`config.mk`:
```
export PLATFORM = sky130hd
export DESIGN_NAME = dac_ch_scheduler
export DESIGN_NICKNAME = d
export VERILOG_FILES = /design/src/rtl/dac_sched_pkg.sv /design/src/rtl/rr_arbiter_6.sv /design/src/rtl/dac_ch_scheduler.sv
export SDC_FILE = /design/constraint.sdc
export NUM_CORES = 1
export LEC_CHECK = 0
export ABC_AREA = 1
export ABC_CLOCK_PERIOD_IN_PS = 3300
export CAP_MARGIN = 20
export CORE_ASPECT_RATIO = 1.1
export CORE_UTILIZATION = 43
export DETAILED_ROUTE_END_ITERATION = 10
export GPL_ROUTABILITY_DRIVEN = 0
export PLACE_DENSITY = 0.78
export SLEW_MARGIN = 20
export SYNTH_ARGS = -nofsm -noshare
export SYNTH_HDL_FRONTEND = slang
export SYNTH_SLANG_ARGS = --single-unit
```
`constraint.sdc`:
```
create_clock -name sys_clk -period 3.3 [get_ports sys_clk]
set_input_delay 0.33 -clock sys_clk [delete_from_list [all_inputs] [get_ports sys_clk]]
set_output_delay 0.33 -clock sys_clk [all_outputs]
set_load 0.01 [all_outputs]
```
`src/rtl/dac_sched_pkg.sv`:
```
// Shared definitions for the AD5676 channel-update scheduler.
//   CMD_WR_UPD : write input register and update DAC output at once
//   CMD_WR_IN  : write input register only, output changes on LDAC
//   state_e    : scheduler FSM states
//   FRAME_W    : width of one frame handed to the serializer
package dac_sched_pkg;

   localparam int FRAME_W = 24;

   localparam logic [3:0] CMD_WR_UPD = 4'b0011;
   localparam logic [3:0] CMD_WR_IN  = 4'b0001;

   typedef enum logic [2:0] {
      IDLE  = 3'd0,
      GRANT = 3'd1,
      SEND  = 3'd2,
      WAIT  = 3'd3,
      LDAC  = 3'd4
   } state_e;

endpackage

```
`src/rtl/rr_arbiter_6.sv`:
```
// Combinational round-robin arbiter.
//   eligible : request mask that may be granted this cycle
//   ptr      : first index to consider; search wraps past N-1 back to 0
//   grant    : one-hot grant (all zero when nothing is eligible)
//   idx      : binary index of the granted requester
//   valid    : high when a grant was found
module rr_arbiter_6 #(
   parameter int N  = 6,
   parameter int IW = 3
) (
   input  logic [N-1:0]  eligible,
   input  logic [IW-1:0] ptr,
   output logic [N-1:0]  grant,
   output logic [IW-1:0] idx,
   output logic          valid
);

   logic [IW:0]   sum;
   logic [IW-1:0] cand;

   always_comb begin
      grant = '0;
      idx   = '0;
      valid = 1'b0;
      sum   = '0;
      cand  = '0;
      // Walk the ring starting at ptr; the first eligible hit wins.
      for (int k = 0; k < N; k++) begin
         sum = {1'b0, ptr} + (IW+1)'(k);
         if (sum >= (IW+1)'(N)) begin
            sum = sum - (IW+1)'(N);
         end
         cand = sum[IW-1:0];
         if (!valid && eligible[cand]) begin
            valid       = 1'b1;
            grant[cand] = 1'b1;
            idx         = cand;
         end
      end
   end

endmodule

```
`src/rtl/dac_ch_scheduler.sv`:
```
// Schedules NUM_CH channel-update requesters onto one AD5676 frame sender.
//   sys_clk, sys_rst_n : clock, synchronous active-low reset
//   sync_mode          : 0 = write+update per frame, 1 = batch then LDAC
//   req / code / ack   : per-channel level request, 16-bit code, grant pulse
//   frame_valid/_data/_ready : 24-bit frame handshake to the serializer
//   frame_done         : serializer finished shifting the accepted frame
//   ldac_n             : AD5676 LDAC pin (active low)
//   busy               : scheduler is not in IDLE
module dac_ch_scheduler
   import dac_sched_pkg::*;
#(
   parameter int NUM_CH      = 6,
   parameter int LDAC_CYCLES = 4
) (
   input  logic                 sys_clk,
   input  logic                 sys_rst_n,
   input  logic                 sync_mode,
   input  logic [NUM_CH-1:0]    req,
   input  logic [16*NUM_CH-1:0] code,
   output logic [NUM_CH-1:0]    ack,
   output logic                 frame_valid,
   output logic [FRAME_W-1:0]   frame_data,
   input  logic                 frame_ready,
   input  logic                 frame_done,
   output logic                 ldac_n,
   output logic                 busy
);

   localparam int IDX_W = (NUM_CH > 1) ? $clog2(NUM_CH) : 1;

   state_e               state_q, state_d;
   logic [IDX_W-1:0]     ptr_q, ptr_d;
   logic [NUM_CH-1:0]    mask_q, mask_d;
   logic                 sync_q, sync_d;
   logic [NUM_CH-1:0]    ack_q, ack_d;
   logic                 frame_valid_q, frame_valid_d;
   logic [FRAME_W-1:0]   frame_data_q, frame_data_d;
   logic [3:0]           ldac_cnt_q, ldac_cnt_d;

   logic [15:0]          code_arr [NUM_CH];
   logic [NUM_CH-1:0]    eligible;
   logic [NUM_CH-1:0]    arb_grant;
   logic [IDX_W-1:0]     arb_idx;
   logic                 arb_valid;
   logic [3:0]           cmd;

   for (genvar gi = 0; gi < NUM_CH; gi++) begin : g_code
      assign code_arr[gi] = code[16*gi +: 16];
   end

   // In sync mode only the snapshot taken in IDLE may be served, so late
   // requesters fall through to the next batch.
   assign eligible = sync_q ? (req & mask_q) : req;
   assign cmd      = sync_q ? CMD_WR_IN : CMD_WR_UPD;

   rr_arbiter_6 #(
      .N  (NUM_CH),
      .IW (IDX_W)
   ) u_arb (
      .eligible (eligible),
      .ptr      (ptr_q),
      .grant    (arb_grant),
      .idx      (arb_idx),
      .valid    (arb_valid)
   );

   always_comb begin
      state_d       = state_q;
      ptr_d         = ptr_q;
      mask_d        = mask_q;
      sync_d        = sync_q;
      ack_d         = '0;
      frame_valid_d = frame_valid_q;
      frame_data_d  = frame_data_q;
      ldac_cnt_d    = ldac_cnt_q;

      case (state_q)
         IDLE: begin
            if (|req) begin
               sync_d  = sync_mode;
               mask_d  = sync_mode ? req : '0;
               state_d = GRANT;
            end
         end

         GRANT: begin
            if (arb_valid) begin
               frame_data_d = {cmd, 4'(arb_idx), code_arr[arb_idx]};
               ack_d        = arb_grant;
               mask_d       = mask_q & ~arb_grant;
               ptr_d        = (arb_idx == IDX_W'(NUM_CH-1)) ? '0 : arb_idx + 1'b1;
               state_d      = SEND;
            end else if (sync_q) begin
               // Every snapshotted requester withdrew: still strobe LDAC.
               mask_d     = '0;
               ldac_cnt_d = 4'(LDAC_CYCLES-1);
               state_d    = LDAC;
            end else begin
               state_d = IDLE;
            end
         end

         SEND: begin
            // valid rises the cycle after ack; it drops right after the
            // handshake.
            if (frame_valid_q && frame_ready) begin
               frame_valid_d = 1'b0;
               state_d       = WAIT;
            end else begin
               frame_valid_d = 1'b1;
            end
         end

         WAIT: begin
            if (frame_done) begin
               if (sync_q) begin
                  if (|mask_q) begin
                     state_d = GRANT;
                  end else begin
                     ldac_cnt_d = 4'(LDAC_CYCLES-1);
                     state_d    = LDAC;
                  end
               end else begin
                  state_d = (|req) ? GRANT : IDLE;
               end
            end
         end

         LDAC: begin
            if (ldac_cnt_q == 4'd0) begin
               state_d = IDLE;
            end else begin
               ldac_cnt_d = ldac_cnt_q - 4'd1;
            end
         end

         default: state_d = IDLE;
      endcase
   end

   always_ff @(posedge sys_clk) begin
      if (!sys_rst_n) begin
         state_q       <= IDLE;
         ptr_q         <= '0;
         mask_q        <= '0;
         sync_q        <= 1'b0;
         ack_q         <= '0;
         frame_valid_q <= 1'b0;
         frame_data_q  <= '0;
         ldac_cnt_q    <= '0;
      end else begin
         state_q       <= state_d;
         ptr_q         <= ptr_d;
         mask_q        <= mask_d;
         sync_q        <= sync_d;
         ack_q         <= ack_d;
         frame_valid_q <= frame_valid_d;
         frame_data_q  <= frame_data_d;
         ldac_cnt_q    <= ldac_cnt_d;
      end
   end

   assign ack         = ack_q;
   assign frame_valid = frame_valid_q;
   assign frame_data  = frame_data_q;
   assign ldac_n      = (state_q != LDAC);
   assign busy        = (state_q != IDLE);

endmodule

```
==> metrics.cfg, run 1 <==
[setup_path]
r2r_cells=23
r2r-end=frame_data[10]
cp.required_ns=3.51
crit_path_start_kind=flip-flop
regToRegSetupSlack_ns=0.23
r2r_start=ptr_q[0]
critPathCaptureType=flip-flop
crit_fanout=35
cp.arrival_ns=3.28
crit_type=reg -> reg

[clocking]
clock_latency_ns=0.31
cts_buffers=5
cts_tree=done
cts.clk_slew.worst_paths_ns=0.10
clock-sinks=45
htreeDepth=2
root_buffer=clkbuf_8
hold_buffers=0
clk_path_buf_depth=2

[finish]
fillerInstances=881
final_cells=1004
fin_nets=1003
antennaDiodeCount=0
drive_gt1_frac=0.0800
area_growth_pct=39.6

[sta]
report.final.slew_viol_count=0
finalHoldViolCount=0
setup_violations=0
finalCriticalPeriod_ns=3.07
fin_setup_tns_ns=0
rsz0062_at_grt=no
finClkSkew_ns=0.00725
finalCritPeriodShare=0.930
relSlewSlack=0.645
worstMarginPinSlew_ns=0.528
timing.fmax_mhz=326

[place]
dp_hpwl_mm=11.0
port_buffers=136
numPlacedInstances=994

[yosys]
synthAdderAreaFrac=0.0299
synth.avg_cell_area_um2=5.53
synth_top_family_by_area=simple AND/OR/NAND/NOR gates
synth_seq_area_share=0.215
synth_compound_area_frac=0.107
yosysUniqueCellTypes=46
synth_seq_cells=45
synth_edf_count=0
synth_xor_area_frac=0.00418
synthTopCellsByArea=nand2_1, dfxtp_1, nand3_1
synth_warnings=0
syn_inst=757
synth_simple_gate_area_frac=0.498
muxShareOfSynthArea=0
synth_top_area_share=0.233
async_flop_share=0
syn_area_um2=4190
synth_ff_type=dfxtp_1
yosysTopAreaCell=nand2_1

[floorplan]
initial_core_util=0.446
rows=37
dieHeight_um=106
die_w_um=96.1
die_area_um2=10100
io_pins=140
core_um2=9400

[global_route]
antenna_found_initial=0
met3_usage=0.0397
grt_overflow=0
grt_max_degree=36
grt_usage=0.281
grt_pass1_vias=5233
grt.busiest_layer=met2
met2_usage=0.497
grtUsageMet1=0.332
grt_pass1_wl_mm=22.8

[drt]
num_vias=5303
first_pass_iters=7
postRouteAntennaNets=0
routed_via_density=5.28
drt_wl_total_mm=14.0
route.detailed.drc=0
wl_per_cell_um=13.9
drt-initial-drc-count=415

[min_path]
hold_end=mask_q[0]
whs_path_depth=2
hold_start=mask_q[0]
min_path_type=reg -> reg

[power_and_ir_drop]
powerDensity_nw_per_um2=928
vdd_drop_max_mv=0.568
p_leak_uw=0.00289

[job]
cap_violations=0

[run_status]
status=finished, final reports clean

[cells in the mapped netlist (3+ instances only)]
master / number
a21oi_1: 36
nor2_4: 3
clkbuf_1: 9
nand3_1: 121
buf_4: 9
o21ai_0: 23
nand3_2: 5
nor3_1: 5
buf_2: 12
dfxtp_1: 45
inv_2: 15
nand2_1: 260
nand2_2: 5
nor2_1: 47
nand4_1: 6
ha_1: 10
o31ai_1: 3
nor2_2: 4
o21ai_1: 7
inv_1: 102
[metrics by stage]
stage	area, um2	hold slack [ns]	setup slack [ns]	utilization	total power [uW]
finish	5840	0.470	0.231	0.622	5420
global route	5840	0.482	0.00635	0.622	5940
CTS	5740	0.470	0.0868	0.611	5150
detailed placement	5650	0.456	0.115	0.601	4770
global placement	5650	0.451	0.232	0.601	4700
floorplan	4200	0.431	0.158	-	3660
[how the worst max path moves through the flow]
stage	startpoint	endpoint
2_1_floorplan	ptr_q[0]	frame_data[1]
3_3_place_gp	ptr_q[1]	frame_data[13]
3_5_place_dp	ptr_q[2]	frame_data[6]
4_1_cts	ptr_q[1]	frame_data[14]
5_1_grt	ptr_q[0]	frame_data[6]
6_report	ptr_q[0]	frame_data[10]
[worst max-delay path, cell delays in order, from the launching register on]
cell and delay, ns:
dfxtp_1 0.35, buf_6 0.22, ha_1 0.20, inv_1 0.07
nand2_1 0.10, nand2_1 0.11, nand2_1 0.11, and2_1 0.13
nand2_1 0.04, o21ai_1 0.13, inv_2 0.10, nand2_1 0.07
nand2_1 0.13, inv_2 0.12, nand4_2 0.17, inv_2 0.14
nand2_2 0.07, nand2_2 0.10, buf_12 0.19, nand2_1 0.08
nand3_1 0.08, nand2_1 0.09, a21oi_1 0.14, nor2_1 0.05
[logic make-up after synthesis]
logic type                 after synthesis
and+or+nand+nor                        469
buffers and inverters                  149
AOI/OAI and AO/OA                       81
DFF                                     45
adders and majority gates               10
xor gates and xnor gates                 2
other                                    1
[layout make-up]
| class | count | area (um2) | area share |
|---|---|---|---|
| clock buffers | 5 | 68.8 | 0.0118 |
| flip-flops and latches | 45 | 905 | 0.155 |
| well taps | 117 | 146 | 0.0250 |
| multi-input cells | 565 | 2740 | 0.468 |
| inverters | 118 | 443 | 0.0758 |
| repair buffers | 151 | 1520 | 0.260 |
| clock inverters | 3 | 25.0 | 0.00428 |
[where the power goes]
part	total [uW]	switching, uW	internal, uW
Sequential	786	99.3	686
Combinational	4270	2720	1550
Clock	367	214	153
Total	5420	3040	2390
[repair_timing]
action / CTS / global route
setup endpoints to repair: 0 / 22
resized for setup: 0 / 21
setup buffers: 0 / 2
[sequential cells by signal (all words and copies together) (netlist names)]
register and cells:
frame_valid 1, ptr_q 3, ldac_cnt_q 4, frame_data 21
mask_q 6, ack 6, sync_q 1, state_q 3
[layout by cell type, fill, tap and decap left out, drive strengths merged, types with 5 or more instances in the layout]
| master | instances |
|---|---|
| clkbuf | 5 |
| clkdlybuf4s50 | 136 |
| buf | 15 |
| dfxtp | 45 |
| o21ai | 31 |
| nor3 | 6 |
| nand3 | 127 |
| nor2 | 55 |
| nand2 | 265 |
| inv | 118 |
| nand4 | 8 |
| ha | 10 |
| a21oi | 36 |
[routing by layer]
metal / vias to the layer above / part of all wire
met1: 2384 / 0.40
met4: 0 / 0.033
li1: 2656 / -
met3: 46 / 0.066
met2: 217 / 0.50
met5: - / 0
(Power assumes the default switching activity.)
==> run 2, diff against run 1 <==
HOLD_SLACK_MARGIN = 0.1   (was unset)
==> results of run 2 <==
Final layout, timing and power as in run 1 (identical DEF).
==> run 3, diff against run 2 <==
--- a/config.mk
+++ b/config.mk
@@ -11,6 +11,7 @@
 export CORE_ASPECT_RATIO = 1.1
 export CORE_UTILIZATION = 43
+export CTS_CLUSTER_DIAMETER = 60
 export DETAILED_ROUTE_END_ITERATION = 10
-export GPL_ROUTABILITY_DRIVEN = 0
+export GPL_ROUTABILITY_DRIVEN = 1
 export HOLD_SLACK_MARGIN = 0.1
 export PLACE_DENSITY = 0.78
==> constraint.sdc (replaced) <==
create_clock -name sys_clk -period 3.3 [get_ports sys_clk]
set_input_delay 0.33 -clock sys_clk [delete_from_list [all_inputs] [get_ports sys_clk]]
set_output_delay 0.33 -clock sys_clk [all_outputs]
set_load 0.05 [all_outputs]
==> metrics.cfg, run 3 (synthesis results as in run 1) <==
[run_status]
status=finished, final reports clean

[floorplan]
die_area_um2=10100  ; unchanged
io_pins=140  ; unchanged
dieHeight_um=106  ; unchanged
initial_core_util=0.446  ; unchanged
core_um2=9400  ; unchanged
die_w_um=96.1  ; unchanged
rows=37  ; unchanged

[sta]
finalCritPeriodShare=0.933  ; +0.00275
timing.fmax_mhz=325  ; -0.30%
finClkSkew_ns=0.0156  ; +0.00831 ns
finalCriticalPeriod_ns=3.08  ; +0.00908 ns
setup_violations=0  ; unchanged
finalHoldViolCount=0  ; unchanged
relSlewSlack=0.639  ; -0.00589
report.final.slew_viol_count=0  ; unchanged
worstMarginPinSlew_ns=0.540  ; +0.0112 ns
rsz0062_at_grt=yes

[finish]
area_growth_pct=40.0
antennaDiodeCount=0  ; unchanged
final_common_cell=nand2_1
fillerInstances=890  ; +1.0%
largest_register_ffs=21  ; unchanged
final_cells=1007  ; +0.30%
register_area_um2=902  ; -0.28%
multi_input_area_um2=2730  ; -0.18%
drive_gt1_frac=0.0798  ; -0.000270
mostFrequentLayoutCells=nand2_1, clkdlybuf4s50_1, nand3_1
finalInstanceArea_um2=5860  ; +0.32%
fin_nets=1006  ; +0.30%

[drt]
first_pass_iters=5  ; -2
postRouteAntennaNets=0  ; unchanged
drt-initial-drc-count=376  ; -9.4%
routed_via_density=5.21  ; -1.3%
num_vias=5251  ; -0.98%
route.detailed.drc=0  ; unchanged
wl_per_cell_um=13.7  ; -1.3%
drt_wl_total_mm=13.8  ; -0.97%

[setup_path]
regToRegSetupSlack_ns=0.22  ; about the same
crit_type=reg -> reg
crit_path_cell_trace=buf_4 > ha_1 > inv_1 > nand2_1 > nand2_1 > nand2_1 > and2_1 > nand2_1 > o21ai_1 > inv_2 > nand2_1 > nand2_1 > inv_2 > nand4_2 > inv_2 > nand2_2 > nand2_2 > buf_12 > nor2_1 > nor2_1 > o21ai_0 > a21oi_1
critPathCaptureType=flip-flop
crit_fanout=35  ; unchanged
cp.required_ns=3.50  ; about the same
crit_slowest_cell=dfxtp_1
cp.arrival_ns=3.28  ; about the same
crit_path_start_kind=flip-flop
cpMostUsedCell=nand2_1
critPathBufInv=6  ; unchanged
slowest_delay_ns=0.34  ; about the same
cp_top_family=simple AND/OR/NAND/NOR gates

[place]
dpl-instance-area_um2=5690  ; +0.75%
place_congestion=0.997
dp_hpwl_mm=11.2  ; +1.9%
numPlacedInstances=998  ; +0.40%
port_buffers=136  ; unchanged

[clocking]
cts_buffers=5  ; unchanged
cts_tree=done
clock_latency_ns=0.31  ; about the same
hold_buffers=0  ; unchanged
htreeDepth=2  ; unchanged
root_buffer=clkbuf_8
clk_path_buf_depth=2  ; unchanged
clock-sinks=45  ; unchanged
cts.clk_slew.worst_paths_ns=0.10  ; about the same

[power_and_ir_drop]
powerDensity_nw_per_um2=977  ; +5.3%
p_leak_uw=0.00290  ; +0.55%
vdd_drop_max_mv=0.462  ; -19%

[job]
cap_violations=0  ; unchanged

[global_route]
grt_overflow=0  ; unchanged
grt_pass1_wl_mm=22.2  ; -2.8%
grt_pass1_vias=4829  ; -7.7%
grt_max_degree=36  ; unchanged
grt_usage=0.274  ; -0.00747
antenna_found_initial=0  ; unchanged

[min_path]
min_path_type=reg -> reg

run 3: area by class of cell:
cell class	instances	area share
Timing Repair Buffer	154	0.264
Clock buffer	5	0.0117
Tap cell	117	0.0250
Multi-Input combinational cell	565	0.466
Inverter	118	0.0760
Clock inverter	3	0.00427
Sequential cell	45	0.154
run 3: worst reg2reg max path, stage by stage, from the launching register on:
cell and delay [ns]:
dfxtp_1 0.34, buf_4 0.26, ha_1 0.22, inv_1 0.07, nand2_1 0.10, nand2_1 0.11, nand2_1 0.11, and2_1 0.12
nand2_1 0.04, o21ai_1 0.14, inv_2 0.09, nand2_1 0.06, nand2_1 0.08, inv_2 0.09, nand4_2 0.16, inv_2 0.13
nand2_2 0.06, nand2_2 0.09, buf_12 0.19, nor2_1 0.09, nor2_1 0.09, o21ai_0 0.08, a21oi_1 0.24
run 3: per-layer routing:
layer	part of all wire	global-route usage	vias up
met5	0	0	-
met4	0.024	0.0832	0
met3	0.060	0.0289	30
met2	0.49	0.473	217
met1	0.43	0.350	2350
li1	-	-	2654
run 3: through the flow:
stage                     setup WS [ns]  utilization  total power [uW]  setup TNS, ns  hold WS [ns]
final                             0.221        0.624              5730              0         0.468
after global routing            -0.0367        0.624              6240        -0.0432         0.493
after CTS                        0.0433        0.615              5540              0         0.468
after detailed placement         0.0612        0.606              5160              0         0.453
after floorplan                   0.158            -              3940              0         0.431
after global placement            0.140        0.606              5110              0         0.447
run 3: path summary, 6_finish.rpt:
| check | to | cells past startpoint | from |
|---|---|---|---|
| min reg2reg | frame_data[12] | 2 | frame_data[12] |
| min | frame_data[12] | 2 | frame_data[12] |
| max | ptr_q[1] | 22 | ptr_q[0] |
| max reg2reg | ptr_q[1] | 22 | ptr_q[0] |
run 3: what timing repair did:
action / in CTS / in global routing
resized for setup: 0 / 16
setup endpoints to repair: 0 / 22
buffers inserted: 0 / 1
hold endpoints to repair: 0 / 0
run 3: power by group:
| group | leakage (uW) | switching, uW | internal (uW) |
|---|---|---|---|
| Sequential | 0.000369 | 98.4 | 687 |
| Combinational | 0.00249 | 2990 | 1590 |
| Clock | 0.0000447 | 213 | 153 |
